===== config.mk =====
export PLATFORM = sky130hd
export DESIGN_NAME = lsu_mem_initiator
export DESIGN_NICKNAME = d
export VERILOG_FILES = /design/src/rtl/lsu_pkg.sv /design/src/rtl/lsu_load_align.sv /design/src/rtl/lsu_mem_initiator.sv
export SDC_FILE = /design/constraint.sdc
export NUM_CORES = 1
export LEC_CHECK = 0
export CAP_MARGIN = 40
export CORE_ASPECT_RATIO = 0.7
export CORE_UTILIZATION = 40
export CTS_CLUSTER_SIZE = 14
export DETAILED_ROUTE_END_ITERATION = 16
export GPL_ROUTABILITY_DRIVEN = 0
export PLACE_DENSITY_LB_ADDON = 0.2
export SLEW_MARGIN = 0
export SYNTH_ARGS = -nofsm -noshare
export SYNTH_HDL_FRONTEND = slang
export SYNTH_SLANG_ARGS = --single-unit

===== constraint.sdc =====
create_clock -name clk -period 7.7 [get_ports clk]
set_input_delay 2.31 -clock clk [delete_from_list [all_inputs] [get_ports clk]]
set_output_delay 2.31 -clock clk [all_outputs]
set_load 0.005 [all_outputs]

===== src/rtl/lsu_pkg.sv =====
// lsu_pkg: size/wbyte codes, FSM states and byte-count helpers for the LSU memory initiator.
package lsu_pkg;
  localparam logic [1:0] SZ_B = 2'b00;
  localparam logic [1:0] SZ_H = 2'b01;
  localparam logic [1:0] SZ_W = 2'b10;
  localparam logic [1:0] SZ_X = 2'b11;
  localparam logic [1:0] WB_1 = 2'b00;
  localparam logic [1:0] WB_2 = 2'b01;
  localparam logic [1:0] WB_4 = 2'b11;
  typedef enum logic [1:0] {S_IDLE, S_ISSUE, S_CAPTURE, S_RESP} state_e;
  function automatic logic [1:0] wbyte_of(input logic [1:0] sz);
    return sz == SZ_B ? WB_1 : sz == SZ_H ? WB_2 : WB_4;
  endfunction
  function automatic logic [2:0] nbytes_of(input logic [1:0] sz);
    return sz == SZ_B ? 3'd1 : sz == SZ_H ? 3'd2 : 3'd4;
  endfunction
endpackage


===== src/rtl/lsu_load_align.sv =====
// lsu_load_align: picks the low byte/half/word of the memory read data and sign- or zero-extends it.
module lsu_load_align
  import lsu_pkg::*;
#(
  parameter int DW = 8
) (
  input  logic [4*DW-1:0] rdata_i,
  input  logic [1:0]      size_i,
  input  logic            uns_i,
  output logic [4*DW-1:0] ext_o
);
  logic s;
  always_comb begin
    s = ~uns_i & (size_i == SZ_B ? rdata_i[DW-1] : rdata_i[2*DW-1]);
    ext_o = size_i == SZ_B ? {{(3*DW){s}}, rdata_i[DW-1:0]} :
            size_i == SZ_H ? {{(2*DW){s}}, rdata_i[2*DW-1:0]} : rdata_i;
  end
endmodule


===== src/rtl/lsu_mem_initiator.sv =====
// lsu_mem_initiator: single-outstanding load/store initiator for the byte-addressed memory port.
// Define MISALIGN_CHECK_EN to reject misaligned half/word accesses.
module lsu_mem_initiator
  import lsu_pkg::*;
#(
  parameter int ADDR_WIDTH = 32,
  parameter int DATA_WIDTH = 8,
  parameter int MEM_BYTES  = 65536
) (
  input  logic                    clk,
  input  logic                    rst,
  input  logic                    req_valid,
  output logic                    req_ready,
  input  logic                    req_we,
  input  logic [1:0]              req_size,
  input  logic                    req_unsigned,
  input  logic [ADDR_WIDTH-1:0]   req_addr,
  input  logic [4*DATA_WIDTH-1:0] req_wdata,
  output logic                    resp_valid,
  input  logic                    resp_ready,
  output logic [4*DATA_WIDTH-1:0] resp_rdata,
  output logic                    resp_err,
  output logic [ADDR_WIDTH-1:0]   mem_addr,
  output logic [4*DATA_WIDTH-1:0] mem_wdata,
  output logic                    mem_wen,
  output logic                    mem_ren,
  output logic [1:0]              mem_wbyte,
  input  logic [4*DATA_WIDTH-1:0] mem_rdata
);
  localparam int BW = 4*DATA_WIDTH;
  state_e state_q, state_d;
  logic we_q, uns_q, err_q, illegal, misal, accept, active;
  logic [1:0] size_q;
  logic [ADDR_WIDTH-1:0] addr_q;
  logic [BW-1:0] wdata_q, rdata_q, ext;
  logic [ADDR_WIDTH:0] end_a;
  lsu_load_align #(.DW(DATA_WIDTH)) u_align (
    .rdata_i(mem_rdata),
    .size_i (size_q),
    .uns_i  (uns_q),
    .ext_o  (ext)
  );
`ifdef MISALIGN_CHECK_EN
  assign misal = (size_q == SZ_H && addr_q[0]) || (size_q == SZ_W && addr_q[1:0] != 2'b00);
`else
  assign misal = 1'b0;
`endif
  // End address is one bit wider than the address so a top-of-space access cannot wrap to legal.
  assign end_a   = {1'b0, addr_q} + (ADDR_WIDTH+1)'(nbytes_of(size_q));
  assign illegal = size_q == SZ_X || end_a > (ADDR_WIDTH+1)'(MEM_BYTES) || misal;
  assign accept  = state_q == S_IDLE && req_valid;
  assign active  = state_q != S_IDLE;
  always_comb begin
    state_d = state_q;
    case (state_q)
      S_IDLE:    state_d = req_valid ? S_ISSUE : S_IDLE;
      S_ISSUE:   state_d = (illegal || we_q) ? S_RESP : S_CAPTURE;
      S_CAPTURE: state_d = S_RESP;
      S_RESP:    state_d = resp_ready ? S_IDLE : S_RESP;
      default:   state_d = S_IDLE;
    endcase
  end
  always_ff @(posedge clk or posedge rst) begin
    if (rst) begin
      state_q <= S_IDLE;
      we_q    <= 1'b0;
      uns_q   <= 1'b0;
      size_q  <= SZ_B;
      addr_q  <= '0;
      wdata_q <= '0;
      rdata_q <= '0;
      err_q   <= 1'b0;
    end else begin
      state_q <= state_d;
      if (accept) begin
        we_q    <= req_we;
        uns_q   <= req_unsigned;
        size_q  <= req_size;
        addr_q  <= req_addr;
        wdata_q <= req_wdata;
        rdata_q <= '0;
        err_q   <= 1'b0;
      end
      if (state_q == S_ISSUE) err_q <= illegal;
      if (state_q == S_CAPTURE) rdata_q <= ext;
    end
  end
  // Strobes decode straight from state so an async reset kills them without waiting for an edge.
  assign req_ready  = state_q == S_IDLE;
  assign resp_valid = state_q == S_RESP;
  assign resp_rdata = resp_valid ? rdata_q : '0;
  assign resp_err   = resp_valid & err_q;
  assign mem_wen    = state_q == S_ISSUE && we_q && !illegal;
  assign mem_ren    = state_q == S_ISSUE && !we_q && !illegal;
  assign mem_addr   = active ? addr_q : '0;
  assign mem_wdata  = active ? wdata_q : '0;
  assign mem_wbyte  = active ? wbyte_of(size_q) : WB_1;
endmodule


Word-level counts from Yosys, hierarchy flattened --
Cells that the tools add are included.
Storage, ports and cells: flip-flop bits (word level) 103, word-level logic and storage cells 51, output and inout bits 103, input bits 104
Cells by class: muxes and demuxes 19, bitwise operators 3, equality and inequality tests 5, add/sub/neg operators 1, reductions and logical operators 14, $lt $le $gt $ge 1
Operator list (number):
- $mux W32 | 7
- $add A32 B3 Y33 | 1
- $gt A33 B17 Y1 const B | 1
- $mux W2 | 4
- $pmux W2 S4 | 1
- $eq A2 B2 Y1 const B | 3
- $mux W3 | 2
- $reduce_bool A2 Y1 | 3
- $logic_and A1 B1 Y1 | 5
- $mux W1 | 5
- $eq A2 B1 Y1 const B | 2
- $logic_not A2 Y1 | 2
- $and A1 B1 Y1 | 2
- $logic_not A1 Y1 | 2
- $logic_or A1 B1 Y1 | 2
- $not A1 Y1 | 1

Longest topological paths before layout --
depth in word-level cells 9, depth in mapped cells 12, gate-level depth less buffers 11

Cells and area by module --
From an unflattened synthesis, not the netlist that was laid out.
Second synthesis, totals: cell total of the unflattened synthesis 621, area, all modules 5779.3 um^2
By module, submodules not included:
- lsu_mem_initiator | instances 1, cells an instance 554, area each 5422.7 um^2, seq. area each 2577.5 um^2
- lsu_load_align | instances 1, cells an instance 67, area each 356.6 um^2, seq. area each 0.0 um^2

Least setup slack after synthesis --
OpenSTA, ideal clock, no wires.
path kind reg2out, start register size_q[1], end output port mem_wen, cell stages (with the launch flop) 13, arrival 3.169 ns, path buffers 2, required time 5.390 ns, path slack 2.221 ns, cells stage by stage dfrtp_1 clkbuf_1 clkbuf_1 nor2b_1 fa_1 a21oi_1 nor4_2 or3_1 a211oi_1 a21oi_1 a2111oi_2 and4bb_1 and4b_1
Between the ends: longest elaborated chain between the ends 8, elaborated cells between the ends (all ways) 10, those cells by class 1 x add/sub; 1 x order compare; 2 x eq/ne; 2 x mux; 4 x reduce/logical
Ends and longest elaborated chain:
- from (decl) | line lsu_mem_initiator.sv:33 | logic [1:0] size_q;
- from (signal assigned) | line lsu_mem_initiator.sv:78 | size_q <= req_size;
- $eq A2 B1 Y1 | line lsu_pkg.sv:15 | return sz == SZ_B ? 3'd1 : sz == SZ_H ? 3'd2 : 3'd4;
- $mux W3 (2 in series) | line lsu_pkg.sv:15
- $add A32 B3 Y33 | line lsu_mem_initiator.sv:49 | assign end_a = {1'b0, addr_q} + (ADDR_WIDTH+1)'(nbytes_of(size_q));
- $gt A33 B17 Y1 | line lsu_mem_initiator.sv:50 | assign illegal = size_q == SZ_X || end_a > (ADDR_WIDTH+1)'(MEM_BYTES) || misal;
- $logic_or A1 B1 Y1 (*) | line lsu_mem_initiator.sv:50
- $logic_not A1 Y1 (*) | line lsu_mem_initiator.sv:93 | assign mem_wen = state_q == S_ISSUE && we_q && !illegal;
- $logic_and A1 B1 Y1 (*) | line lsu_mem_initiator.sv:93
- to (decl) | line lsu_mem_initiator.sv:25 | output logic mem_wen,
Mark *: on every way between the ends. The rest lies on a longest branch, timed or not.

Worst setup path after layout --
Ends and elaborated chain as after synthesis.

==> impl_metrics.json <==
{
  "reg2reg_to": "err_q",
  "via_per_inst": 5.009,
  "num_vias": 5244,
  "r2r_setup_slack_ps": 3840,
  "post-place-cells": 1031,
  "core_um2": 13180,
  "drt.antenna.violating_nets": 0,
  "maxSlewViolCount": 0,
  "syn_nets": 781,
  "grt_pass1_wl_um": 25070,
  "grt_use_met1_pct": 31.42,
  "htree_num_levels": 3,
  "syn-cell-area_um2": 5429,
  "synthFlopType": "dfrtp_1",
  "min-delay-start": "wdata_q[22]",
  "crit_arrival_ps": 4710,
  "period_share_pct": 91.14,
  "reg2reg_depth": 12,
  "critPathCaptureType": "output port",
  "synth_area_leaders": "dfrtp_1, nand2_1, nor2b_1",
  "rows": 35,
  "die_area_um2": 14050,
  "hpwl_um": 11230,
  "start_util_pct": 41.19,
  "min_period_ps": 7018,
  "grt_use_met3_pct": 7.078,
  "synth_top_area_cell": "dfrtp_1",
  "synthCells": 673,
  "drtIter0Drc": 278,
  "clkSinkCount": 103,
  "cts_root_buffer": "clkbuf_16",
  "worstReg2RegStart": "size_q[1]",
  "yosysMostFrequentCell": "nand2_1",
  "synth_warnings": 0,
  "path_class": "reg2out",
  "die_w_um": 141.2,
  "synth_top_area_share_pct": 47.48,
  "async_reset_ff_share_pct": 100.0,
  "met2_usage_pct": 33.89,
  "ys_seq_elements": 103,
  "p_leak_nw": 3.725,
  "ios": 207,
  "start_kind": "flop",
  "overflow": 0,
  "drcViolationCount": 0,
  "clk_path_buf_depth": 2,
  "nNetsFinal": 965,
  "grt_antenna_before_repair": 0,
  "num-fill-cells": 1117,
  "areaGrowthSynthToFinish_pct": 46.99,
  "grt_start_max_net_pins": 66,
  "fin_skew_ps": 5.632,
  "final_layout_size_suffix_gt1_share_pct": 4.060,
  "hold_depth": 2,
  "synth_edf_count": 0,
  "wirelength_um": 15830,
  "port_buffers": 206,
  "ir_worst_vdd_mv": 0.1651,
  "worstPathRequired_ps": 5390,
  "grt_usage_pct": 22.53,
  "drv.max_cap_violation_count": 0,
  "cts_resized": 0,
  "cts_tree": "done",
  "busiest_layer": "met2",
  "netlist_top_cells_count": "nand2_1, dfrtp_1, nor2b_1",
  "postCtsHoldBufs": 0,
  "finalHoldViolCount": 0,
  "wl_per_cell_um": 15.11,
  "clk_latency_ps": 330,
  "p_per_area_nw_per_um2": 371.8,
  "crit_path_max_fanout": 23,
  "hp-class": "reg2reg",
  "grt_pass1_vias": 5001,
  "tightest_slew_ps": 799.5,
  "postCtsSetupRepairBufs": 0,
  "outcome": "finished clean",
  "fmax_mhz": 142.5,
  "tns_ps": 0,
  "cts.clk_slew.worst_paths_ps": 70,
  "layout.cells.non_filler": 1047,
  "setup_viol": 0,
  "whs_endpoint": "wdata_q[22]",
  "synth_area_per_cell_um2": 8.067,
  "n_antenna_cell": 0,
  "first_pass_iters": 6,
  "max_slew_margin_pct": 46.70,
  "rsz0062_at_grt": "no",
  "cts_buffers": 9,
  "die_h_um": 99.47,
  "seq_area_frac_synth_pct": 47.48,
  "yosys.cell_types.count": 50
}
==> worst max-delay path, stage by stage, from the launching register on <==
cell and delay [ps]:
dfrtp_1 360, buf_4 200, nor2_1 550, ha_1 310, fa_1 210, a21oi_1 170, or4_4 590, and3b_1 280
and3_1 210, a21oi_1 80, a2111oi_0 320, and4bb_1 360, and4b_1 230, clkdlybuf4s50_1 510
==> flip-flops by register name, indices dropped and copies added (netlist names) <==
| signal | flops |
|---|---|
| addr_q | 32 |
| err_q | 1 |
| rdata_q | 32 |
| size_q | 2 |
| state_q | 2 |
| uns_q | 1 |
| wdata_q | 32 |
| we_q | 1 |
==> how the worst max path moves through the flow <==
stage                     startpoint      end  slack, ps  cells past startpoint
after floorplan            size_q[1]  mem_wen       2220                     12
after global placement     size_q[1]  mem_wen       1210                     13
after detailed placement   size_q[1]  mem_wen       1060                     13
after CTS                  size_q[1]  mem_wen        690                     13
after global routing       size_q[1]  mem_wen        420                     13
final                      size_q[1]  mem_wen        680                     13
==> layout by cell type, fill, tap and decap left out, types with 2 or more instances in the layout <==
cell	netlist	final
nand2_1	259	258
clkdlybuf4s50_1	0	206
dfrtp_1	103	103
nor2b_1	86	86
o21ai_0	38	38
and3_1	38	38
nor3_1	11	11
nor2_1	11	10
buf_4	0	10
nand3_1	9	9
clkbuf_16	0	9
nand4_1	8	8
a21oi_1	8	8
a211o_1	4	4
a31oi_1	4	4
xor2_1	4	4
and2_1	4	3
a211oi_1	3	3
ha_1	3	3
a21o_1	2	2
or2b_1	2	2
or3_1	2	2
or4_1	2	2
nor3b_1	2	2
nand2b_1	2	2
clkbuf_8	0	2
clkinv_4	0	2
bufinv_16	0	2
==> cell families after synthesis <==
kind of cell / count (synthesis) / synth area share [%]
adders and majority gates: 4 / 1.060
buffers and inverters: 45 / 3.181
muxes: 1 / 0.1844
AOI/OAI and AO/OA: 67 / 7.467
DFF: 103 / 47.48
xor gates and xnor gates: 5 / 0.8066
and+or+nand+nor: 448 / 39.82
==> power breakdown <==
part	internal (mW)	leakage (nW)	total (mW)	switching, mW
Sequential	0.790	1.29	1.02	0.227
Clock	0.304	0.163	0.502	0.198
Combinational	0.814	2.28	1.45	0.633
==> through the flow <==
| stage | utilization (%) | worst slack [ps] | power, mW | hold slack, ps | cell area (µm²) |
|---|---|---|---|---|---|
| after floorplan | - | 2221 | 1.683 | 431.6 | 5429 |
| after global placement | 57.95 | 1212 | 2.423 | 443.3 | 7639 |
| after detailed placement | 58.01 | 1064 | 2.472 | 454.3 | 7646 |
| after CTS | 60.54 | 685.7 | 2.989 | 471.1 | 7980 |
| after global routing | 60.54 | 422.5 | 3.187 | 493.5 | 7980 |
| final | 60.54 | 681.9 | 2.967 | 467.6 | 7980 |
==> metal layers <==
| layer | share of wire [%] | wire length [µm] |
|---|---|---|
| met1 | 46 | 7258 |
| met2 | 44 | 6897 |
| met3 | 9.0 | 1430 |
| met4 | 1.5 | 238 |
| met5 | 0 | 0 |
==> area by class of cell <==
class | instances | area [µm²] | share of cell area, %
Multi-Input combinational cell | 525 | 2690 | 33.71
Inverter | 2 | 10.01 | 0.1254
Clock buffer | 12 | 256.5 | 3.214
Sequential cell | 103 | 2577 | 32.30
Clock inverter | 4 | 77.57 | 0.9721
Timing Repair Buffer | 216 | 2137 | 26.78
Tap cell | 185 | 231.5 | 2.901
Note: power is estimated with default switching activity, not from simulation.
